==> src/rtl/muldiv_pkg.sv <==
// Shared CPU defines for the iterative multiply/divide unit:
// M-extension funct3 codes, FSM state encodings and operand signedness decode.
package muldiv_pkg;

    localparam logic [2:0] OP_MUL    = 3'b000;
    localparam logic [2:0] OP_MULH   = 3'b001;
    localparam logic [2:0] OP_MULHSU = 3'b010;
    localparam logic [2:0] OP_MULHU  = 3'b011;
    localparam logic [2:0] OP_DIV    = 3'b100;
    localparam logic [2:0] OP_DIVU   = 3'b101;
    localparam logic [2:0] OP_REM    = 3'b110;
    localparam logic [2:0] OP_REMU   = 3'b111;

    typedef enum logic [2:0] {
        ST_IDLE = 3'd0,
        ST_PREP = 3'd1,
        ST_RUN  = 3'd2,
        ST_FIX  = 3'd3,
        ST_DONE = 3'd4
    } state_t;

    function automatic logic is_signed_a(input logic [2:0] op);
        return (op == OP_MUL) || (op == OP_MULH) || (op == OP_MULHSU) ||
               (op == OP_DIV) || (op == OP_REM);
    endfunction

    function automatic logic is_signed_b(input logic [2:0] op);
        return (op == OP_MUL) || (op == OP_MULH) || (op == OP_DIV) || (op == OP_REM);
    endfunction

endpackage

==> src/rtl/muldiv_step.sv <==
// One combinational iteration: shift-add for multiply, restoring
// shift-subtract for divide, on a {high, low} accumulator.
module muldiv_step #(
    parameter int WIDTH = 32
) (
    input  logic [2*WIDTH-1:0] acc,
    input  logic [WIDTH-1:0]   operand,
    input  logic               divide,
    output logic [2*WIDTH-1:0] next_acc
);

    logic [WIDTH:0] sum;
    logic [WIDTH:0] shifted_rem;
    logic [WIDTH:0] diff;

    always_comb begin
        sum         = '0;
        shifted_rem = '0;
        diff        = '0;
        next_acc    = '0;
        if (divide) begin
            // low word holds the remaining dividend bits, quotient bits enter at bit 0
            shifted_rem = acc[2*WIDTH-1:WIDTH-1];
            diff        = shifted_rem - {1'b0, operand};
            if (!diff[WIDTH])
                next_acc = {diff[WIDTH-1:0], acc[WIDTH-2:0], 1'b1};
            else
                next_acc = {shifted_rem[WIDTH-1:0], acc[WIDTH-2:0], 1'b0};
        end else begin
            sum      = {1'b0, acc[2*WIDTH-1:WIDTH]} + (acc[0] ? {1'b0, operand} : '0);
            next_acc = {sum, acc[WIDTH-1:1]};
        end
    end

endmodule

==> src/rtl/muldiv.sv <==
// Iterative 32-bit M-extension multiply/divide with fixed 35-cycle latency,
// returning its result through a register-file write port.
//
// state | meaning
// IDLE  | waiting for start, captures request
// PREP  | record operand signs, form magnitudes
// RUN   | one shift-add / shift-subtract iteration per cycle
// FIX   | sign correction, divide-by-zero, result select
// DONE  | one-cycle write strobe
module muldiv
    import muldiv_pkg::*;
#(
    parameter int WIDTH          = 32,
    parameter int REG_ADDR_WIDTH = 6
) (
    input  logic                      clock,
    input  logic                      reset,
    input  logic                      start,
    input  logic [2:0]                operation,
    input  logic [WIDTH-1:0]          operand_a,
    input  logic [WIDTH-1:0]          operand_b,
    input  logic [REG_ADDR_WIDTH-1:0] destination,
    output logic                      busy,
    output logic                      write_enable,
    output logic [REG_ADDR_WIDTH-1:0] address_write,
    output logic [WIDTH-1:0]          write_data
);

    localparam int CNT_W = $clog2(WIDTH);
    localparam logic [CNT_W-1:0] LAST = CNT_W'(WIDTH - 1);

    state_t                    state;
    logic [CNT_W-1:0]          count;
    logic [2:0]                op_q;
    logic [WIDTH-1:0]          a_q;
    logic [WIDTH-1:0]          b_q;
    logic [REG_ADDR_WIDTH-1:0] rd_q;
    logic [WIDTH-1:0]          step_operand;
    logic [2*WIDTH-1:0]        acc;
    logic                      sign_a;
    logic                      sign_b;

    logic                      neg_a;
    logic                      neg_b;
    logic [WIDTH-1:0]          mag_a;
    logic [WIDTH-1:0]          mag_b;
    logic [2*WIDTH-1:0]        next_acc;
    logic [2*WIDTH-1:0]        product;
    logic [WIDTH-1:0]          quotient;
    logic [WIDTH-1:0]          remainder;
    logic [WIDTH-1:0]          result;

    assign busy = (state != ST_IDLE);

    assign neg_a = is_signed_a(op_q) && a_q[WIDTH-1];
    assign neg_b = is_signed_b(op_q) && b_q[WIDTH-1];
    assign mag_a = neg_a ? -a_q : a_q;
    assign mag_b = neg_b ? -b_q : b_q;

    muldiv_step #(.WIDTH(WIDTH)) u_step (
        .acc      (acc),
        .operand  (step_operand),
        .divide   (op_q[2]),
        .next_acc (next_acc)
    );

    // Overflow (most-negative / -1) wraps naturally through the magnitude path.
    always_comb begin
        product   = (sign_a ^ sign_b) ? -acc : acc;
        quotient  = (sign_a ^ sign_b) ? -acc[WIDTH-1:0] : acc[WIDTH-1:0];
        remainder = sign_a ? -acc[2*WIDTH-1:WIDTH] : acc[2*WIDTH-1:WIDTH];
        result    = '0;
        case (op_q)
            OP_MUL:                        result = product[WIDTH-1:0];
            OP_MULH, OP_MULHSU, OP_MULHU:  result = product[2*WIDTH-1:WIDTH];
            OP_DIV, OP_DIVU:               result = (b_q == '0) ? '1 : quotient;
            default:                       result = (b_q == '0) ? a_q : remainder;
        endcase
    end

    always_ff @(posedge clock or negedge reset) begin
        if (!reset) begin
            state         <= ST_IDLE;
            count         <= '0;
            op_q          <= '0;
            a_q           <= '0;
            b_q           <= '0;
            rd_q          <= '0;
            step_operand  <= '0;
            acc           <= '0;
            sign_a        <= 1'b0;
            sign_b        <= 1'b0;
            write_enable  <= 1'b0;
            address_write <= '0;
            write_data    <= '0;
        end else begin
            case (state)
                ST_IDLE: begin
                    write_enable <= 1'b0;
                    if (start) begin
                        op_q  <= operation;
                        a_q   <= operand_a;
                        b_q   <= operand_b;
                        rd_q  <= destination;
                        state <= ST_PREP;
                    end
                end
                ST_PREP: begin
                    sign_a <= neg_a;
                    sign_b <= neg_b;
                    count  <= '0;
                    if (op_q[2]) begin
                        acc          <= {{WIDTH{1'b0}}, mag_a};
                        step_operand <= mag_b;
                    end else begin
                        acc          <= {{WIDTH{1'b0}}, mag_b};
                        step_operand <= mag_a;
                    end
                    state <= ST_RUN;
                end
                ST_RUN: begin
                    acc   <= next_acc;
                    count <= count + 1'b1;
                    if (count == LAST)
                        state <= ST_FIX;
                end
                ST_FIX: begin
                    write_data    <= result;
                    address_write <= rd_q;
                    write_enable  <= (rd_q != '0);
                    state         <= ST_DONE;
                end
                ST_DONE: begin
                    write_enable <= 1'b0;
                    state        <= ST_IDLE;
                end
                default: begin
                    write_enable <= 1'b0;
                    state        <= ST_IDLE;
                end
            endcase
        end
    end

endmodule
==> config.mk <==
export PLATFORM = sky130hd
export DESIGN_NAME = muldiv
export DESIGN_NICKNAME = d
export VERILOG_FILES = /design/src/rtl/muldiv_pkg.sv /design/src/rtl/muldiv_step.sv /design/src/rtl/muldiv.sv
export SDC_FILE = /design/constraint.sdc
export NUM_CORES = 1
export LEC_CHECK = 0
export ABC_AREA = 1
export CAP_MARGIN = 20
export CORE_MARGIN = 2
export CORE_UTILIZATION = 25
export CTS_CLUSTER_SIZE = 24
export DETAILED_ROUTE_END_ITERATION = 12
export SKIP_LAST_GASP = 1
export SLEW_MARGIN = 0
export SYNTH_ARGS = -nofsm -noshare
export SYNTH_HDL_FRONTEND = slang
export SYNTH_HIERARCHICAL = 1
export SYNTH_SLANG_ARGS = --single-unit
==> constraint.sdc <==
create_clock -name clock -period 2.45 [get_ports clock]
set_input_delay 0.735 -clock clock [delete_from_list [all_inputs] [get_ports clock]]
set_output_delay 0.735 -clock clock [all_outputs]
set_load 0.005 [all_outputs]
# Word-level counts from Yosys, hierarchy flattened

Index checks and enable logic that the tools add are counted.

Register bits after elaboration: 218
Bits of input ports: 76
Output and inout port bits: 40
Word-level logic and storage cells: 72

$add $sub $neg: 8
Equal/unequal tests: 12
Muxes and demuxes: 19
Bitwise operators: 1
Reduce and logical (&&, ||, !) cells: 19

Operator list:

| operator                                                        | count |
|---|---|
| 32-bit two-way mux                                              | 9 |
| 64-bit two-way mux                                              | 3 |
| 32-bit negation                                                 | 4 |
| 64-bit case mux with 2 select lines                             | 1 |
| 32-bit case mux with 3 select lines                             | 1 |
| 64-bit negation                                                 | 1 |
| 32-bit by 33-bit adder with 33-bit output                       | 1 |
| 33-bit by 32-bit subtractor with 33-bit output                  | 1 |
| 32-bit logical NOT                                              | 1 |
| 3-bit by 2-bit == test with 1-bit output, second input constant | 4 |
| 3-bit case mux with 4 select lines                              | 1 |
| 5-bit case mux with 2 select lines                              | 1 |
| 3-bit == test, second input constant                            | 3 |
| 3-bit by 1-bit == test with 1-bit output, second input constant | 2 |
| 3-bit logical NOT                                               | 2 |
| 1-bit logical OR                                                | 6 |
| 3-bit two-way mux                                               | 2 |
| 6-bit nonzero test                                              | 1 |
| 5-bit by 1-bit adder with 5-bit output, second input constant   | 1 |
| 5-bit == test, second input constant                            | 1 |
| 2-bit != test, second input constant                            | 2 |
| 2-bit AND reduction                                             | 2 |
| 2-bit OR reduction                                              | 2 |
| 3-bit nonzero test                                              | 1 |
| 5 further kinds                                                 | 6 |

# Longest topological paths before layout

Gate-level depths: netlist of the first run.

Depth in word-level cells: 9
Gate-level depth with buffers: 20
Gate-level depth less buffers: 19

# Modules after synthesis

Netlist of the first run, hierarchy kept.

Modules (own cells, without submodules):

| module      | times used | cells an instance | area each (um^2) | sequential area each (um^2) |
|---|---|---|---|---|
| muldiv      | 1          | 2275              | 14885.5          | 5455.2 |
| muldiv_step | 1          | 1303              | 6436.2           | 0.0 |

# Worst setup path after synthesis of the first run

Ideal clock, no wire load.

Path type: register -> register
From: reg acc[0]
To: reg acc[43]
Setup time: 0.130 ns
Data arrival time: 2.465 ns
Required time: 2.320 ns
Path slack: -0.145 ns
Stages on the path, launching flop included: 18
Path buffers: 2
Clock period less this slack: 2.595 ns
Cell sequence: dfrtp_1 > clkbuf_1 > clkbuf_1 > nand2_1 > inv_1 > ha_1 > fa_1 > nand3_1 > nand2_1 > nand2_1 > o211ai_1 > nand2_1 > nand2_1 > or2_2 > nand3_1 > nand2_1 > nand2_1 > o21ai_0

Word-level cells in the longest chain between the ends: 4

RTL lines:

| element                                   | RTL line          | source |
|---|---|---|
| start, declared                           | muldiv.sv:39      | `logic [2*WIDTH-1:0] acc;` |
| start signal, assigned                    | muldiv.sv:113     | `acc <= {{WIDTH{1'b0}}, mag_a};` |
| start signal, assigned                    | muldiv.sv:116     | `acc <= {{WIDTH{1'b0}}, mag_b};` |
| start signal, assigned                    | muldiv.sv:122     | `acc <= next_acc;` |
| 32-bit two-way mux                        | muldiv_step.sv:30 | `sum = {1'b0, acc[2*WIDTH-1:WIDTH]} + (acc[0] ? {1'b0, operand} : '0);` |
| 32-bit by 33-bit adder with 33-bit output | muldiv_step.sv:30 |  |
| 64-bit two-way mux                        | muldiv_step.sv:21 | `if (divide) begin` |
| net next_acc[43]                          | muldiv.sv:47      | `logic [2*WIDTH-1:0] next_acc;` |
| 64-bit case mux with 2 select lines       | muldiv.sv:97      | `case (state)` |

The timed path passes the listed nets, and every way through them passes these cells.
A chain may end at the register's enable or synchronous reset.

# Worst setup path in the final report of the first run

From: reg step_operand[0]
To: reg acc[55]

Word-level cells in the longest chain between the ends: 4
Elaborated cells between the ends (all ways): 6
Classes of those cells: add/sub (2); mux (4)

RTL lines:

| element                                                                              | RTL line                             | source |
|---|---|---|
| start, declared                                                                      | muldiv.sv:38                         | `logic [WIDTH-1:0] step_operand;` |
| start signal, assigned                                                               | muldiv.sv:114                        | `step_operand <= mag_b;` |
| start signal, assigned                                                               | muldiv.sv:117                        | `step_operand <= mag_a;` |
| 32-bit two-way mux or 33-bit by 32-bit subtractor with 33-bit output (tied branches) | muldiv_step.sv:30, muldiv_step.sv:24 |  |
| 32-bit by 33-bit adder with 33-bit output or 64-bit two-way mux (tied branches)      | muldiv_step.sv:30, muldiv_step.sv:25 |  |
| 64-bit two-way mux (*)                                                               | muldiv_step.sv:21                    |  |
| net next_acc[55]                                                                     | muldiv.sv:47                         |  |
| 64-bit case mux with 2 select lines (*)                                              | muldiv.sv:97                         |  |

The timed path passes the listed nets; every way through them passes the cells marked *.

==> out/results.tsv, run 1 <==
stage	metric	value	unit
logic_synthesis	async set-or-reset flop fraction in the synthesized netlist	100	%
cells_and_area	final antenna diode count	0	
worst_setup_path	depth of the most critical reg-to-reg path	18	
worst_setup_path	type of the worst setup path	flop to flop	
clock_tree	clock input transition at the sequential cells of the worst setup and hold paths	0.08	ns
placed_design	placed instance count	5121	
logic_synthesis	syn nets	3726	
cells_and_area	synth-to-layout area growth	33.5	%
clock_tree	clock tree root driver cell	clkbuf_16	
worst_setup_path	endpoint arrival time on the critical path	3.01	ns
route	DRT antenna net count	0	
sta	max-slew violations	0	
clock_tree	CTS sink cnt	218	
power	P per Cell Area	1530	nW/µm²
cells_and_area	cell area after layout	28500	µm²
logic_synthesis	combined area of all synthesized cells	21300	µm²
floorplan	I/O pins	116	
cells_and_area	most frequent cells in the layout	nand2_1, inv_1, nand3_1	
floorplan	initial standard-cell utilization of the core	25.1	%
global_routing	largest net degree at the start of global routing	134	
route	WL per Instance	19.0	µm
sta	count of endpoints failing setup in the final report	23	
global_routing	global-route wire length before repair	146	mm
sta	Worst Tran Pin Value	0.702	ns
sta	final setup TNS	-0.903	ns
sta	Max Clk Rate	391	MHz
logic_synthesis	sequential element share of the synthesized area	25.6	%
job	maximum capacitance violations	0	
global_routing	initial antenna violation count	3	
logic_synthesis	Yosys top cell by area	dfrtp_1	
logic_synthesis	cell count after synthesis	3578	
route	count of routing violations after the opening detailed-route iteration	2757	
status	result of the run	finished, violations left	
logic_synthesis	cells taking the most area after synthesis	dfrtp_1, nand2_1, nand3_1, inv_1, nor2_1	
worst_setup_path	crit-path most repeated cell	nand2_2	
placed_design	count of input and output buffers	115	
power	worst-case vdd ir drop	0.693	mV
global_routing	via count of the first global-routing pass	23700	
route	vias	25700	
logic_synthesis	Synthesis Warnings	6	
placed_design	Setup Slack @ Placement	-0.222	ns
cells_and_area	final std cells w/o fill	5190	
clock_tree	hold-fix buffer count after cts	0	
sta	Period minus WS final	2.56	ns
clock_tree	buffers from clock root to sink, at most	3	
logic_synthesis	dominant synthesized flop cell	dfrtp_1	
logic_synthesis	synthesis-stage register bit count	218	
clock_tree	worst skew pair latency	0.60	ns
sta	unrepaired setup endpoints after global routing	yes	
floorplan	height of the chip	296	µm
route	drt via density	4.95	
worst_setup_path	worst stage delay on the critical path	0.43	ns
power	Power Total	43.5	mW
sta	Period Utilization, post-route	104	%
worst_setup_path	category of the worst setup path launch point	flop	
worst_setup_path	cell-by-cell listing of the critical path	ha_4, fa_2, inv_2, nand2_2, nand2_2, nand3_2, nand2_2, nand2_2, nand2_4, nand2_8, nand3_4, buf_12, buf_8, nand3_1, nand3_1, nand2_1, nand2_1, o21ai_0	
floorplan	area of the core region	84900	µm²
global_routing	aggregate global routing overflow	0	
cells_and_area	most common cell after layout, fill and taps aside	nand2_1	
clock_tree	CTS tree	yes	
worst_setup_path	top fanout value on the critical path	6	
clock_tree	number of buffers inserted during clock tree synthesis	27	
sta	Slew HR	53.2	%
worst_hold_path	class of the worst hold path	primary input to async pin	
placed_design	last weighted congestion value of the routability-driven placer	1.02	
logic_synthesis	unique cell type count in the Yosys netlist	61	
placed_design	instance area after placement	26500	µm²
power	Leak	14.4	nW
route	DRC violations left	0	
worst_setup_path	WP data required	2.90	ns
status	failing checks	setup timing	
cells_and_area	final net count	4174	
floorplan	Placement Rows	107	
worst_setup_path	Critical Path Sink Type	flop	
sta	setup clock skew after layout	0.0276	ns
sta	final setup margin	-0.108	ns
cells_and_area	share of final-layout standard cells stronger than drive strength 1	18.6	%
route	WL final	98.8	mm
clock_tree	maximum level of the CTS H-tree	1	
worst_setup_path	CP max stage cell	dfrtp_1	
placed_design	post-detail-place hpwl	80.1	mm
logic_synthesis	area share of the largest cell type after synthesis	25.6	%
logic_synthesis	syn_area_per_cell	5.96	µm²
route	count of TritonRoute iterations in the first routing pass	6	
sta	final number of hold-violating endpoints	0	
floorplan	die area	87600	µm²
logic_synthesis	number of flops mapped to enable cells by yosys	0	
global_routing	GRT Total Usage	21.9	%
floorplan	Die Span X	296	µm
-- cells in the mapped netlist, drive strengths merged (3+ instances only) --
master  instances
and2            6
xor2           65
dfrtp         218
a21oi         177
nor2          419
o21a            6
nand4          45
o22ai           3
nand2        1218
nor3           25
ha             70
o21ai         199
o21bai         14
nand3         420
o211ai         30
buf            51
a21o            5
a31o            3
xnor2           9
nor4            6
inv           455
clkbuf         68
mux2            8
nand3b         24
or2            15
-- routing by layer --
metal,up-vias,global-route usage (%),part of all wire [%]
met1,11900,29.9,43
met3,237,4.44,9.3
met5,-,0,0.031
li1,12400,-,-
met2,1174,33.6,43
met4,4,8.75,4.8
-- cell families after synthesis --
group | Yosys count | share of synthesized area, %
buffers and inverters | 576 | 11.2
DFF | 218 | 25.6
adders and majority gates | 72 | 4.30
muxes | 8 | 0.423
AOI/OAI and AO/OA | 450 | 11.6
xor gates and xnor gates | 74 | 3.04
and+or+nand+nor | 2180 | 43.9
-- per-stage QoR --
step           hold slack [ns]  util (%)
3_3_place_gp             0.448      31.3
5_1_grt                 0.0230      33.5
4_1_cts                0.00201      32.9
2_1_floorplan            0.432         -
6_report                0.0160      33.5
3_5_place_dp             0.455      31.3
-- path summary, 6_finish.rpt --
| check | from | to | slack [ns] |
|---|---|---|---|
| setup / recovery | step_operand[0] | acc[55] | -0.11 |
| hold / removal | reset | a_q[5] | 0.02 |
| setup reg to reg | step_operand[0] | acc[55] | -0.11 |
| hold reg to reg | state[0] | state[0] | 0.46 |
| max in group asynchronous | reset | b_q[4] | 1.76 |
| min in group clock | state[0] | state[0] | 0.46 |
-- critical path: cells and delay by family, from the launching register on --
| kind | cells | cell delay (ns) |
|---|---|---|
| buffers and inverters | 3 | 0.40 |
| AO/OA/AOI/OAI | 1 | 0.09 |
| AND/OR/NAND/NOR | 12 | 0.93 |
| flip-flops | 1 | 0.43 |
| adder cells (fa/ha/maj) | 2 | 0.55 |
-- cell type report --
cell class | instances | area, µm²
clock buffer | 36 | 779
clock inverter | 13 | 148
fill | 9489 | 56400
inverter | 456 | 1720
multi-input combinational | 2786 | 14300
sequential | 218 | 5480
tap | 1144 | 1430
timing repair buffer | 537 | 4650
-- state kept, by name, summed over array words and instances (netlist names), 5 cells and up --
register,flops
address_write,6
write_data,32
a_q,32
rd_q,6
acc,64
step_operand,32
count,5
b_q,32
-- repair_timing --
action,4_1_cts,5_1_grt
setup endpoints to repair,39,60
resized for setup,98,123
pin swaps,16,20
setup buffers,8,7
cloned,3,2
-- power breakdown --
group | total, mW | internal [mW] | leakage, nW | switching, mW
Clock | 4.20 | 2.45 | 0.448 | 1.75
Sequential | 7.17 | 5.29 | 2.60 | 1.88
Combinational | 32.1 | 12.1 | 11.3 | 20.0
Power figures use the tool's default switching activity.
==> run 2, diff against run 1 <==
SLEW_MARGIN = 15   (was 0)
==> results of run 2 <==
Final layout, timing and power as in run 1 (identical DEF).
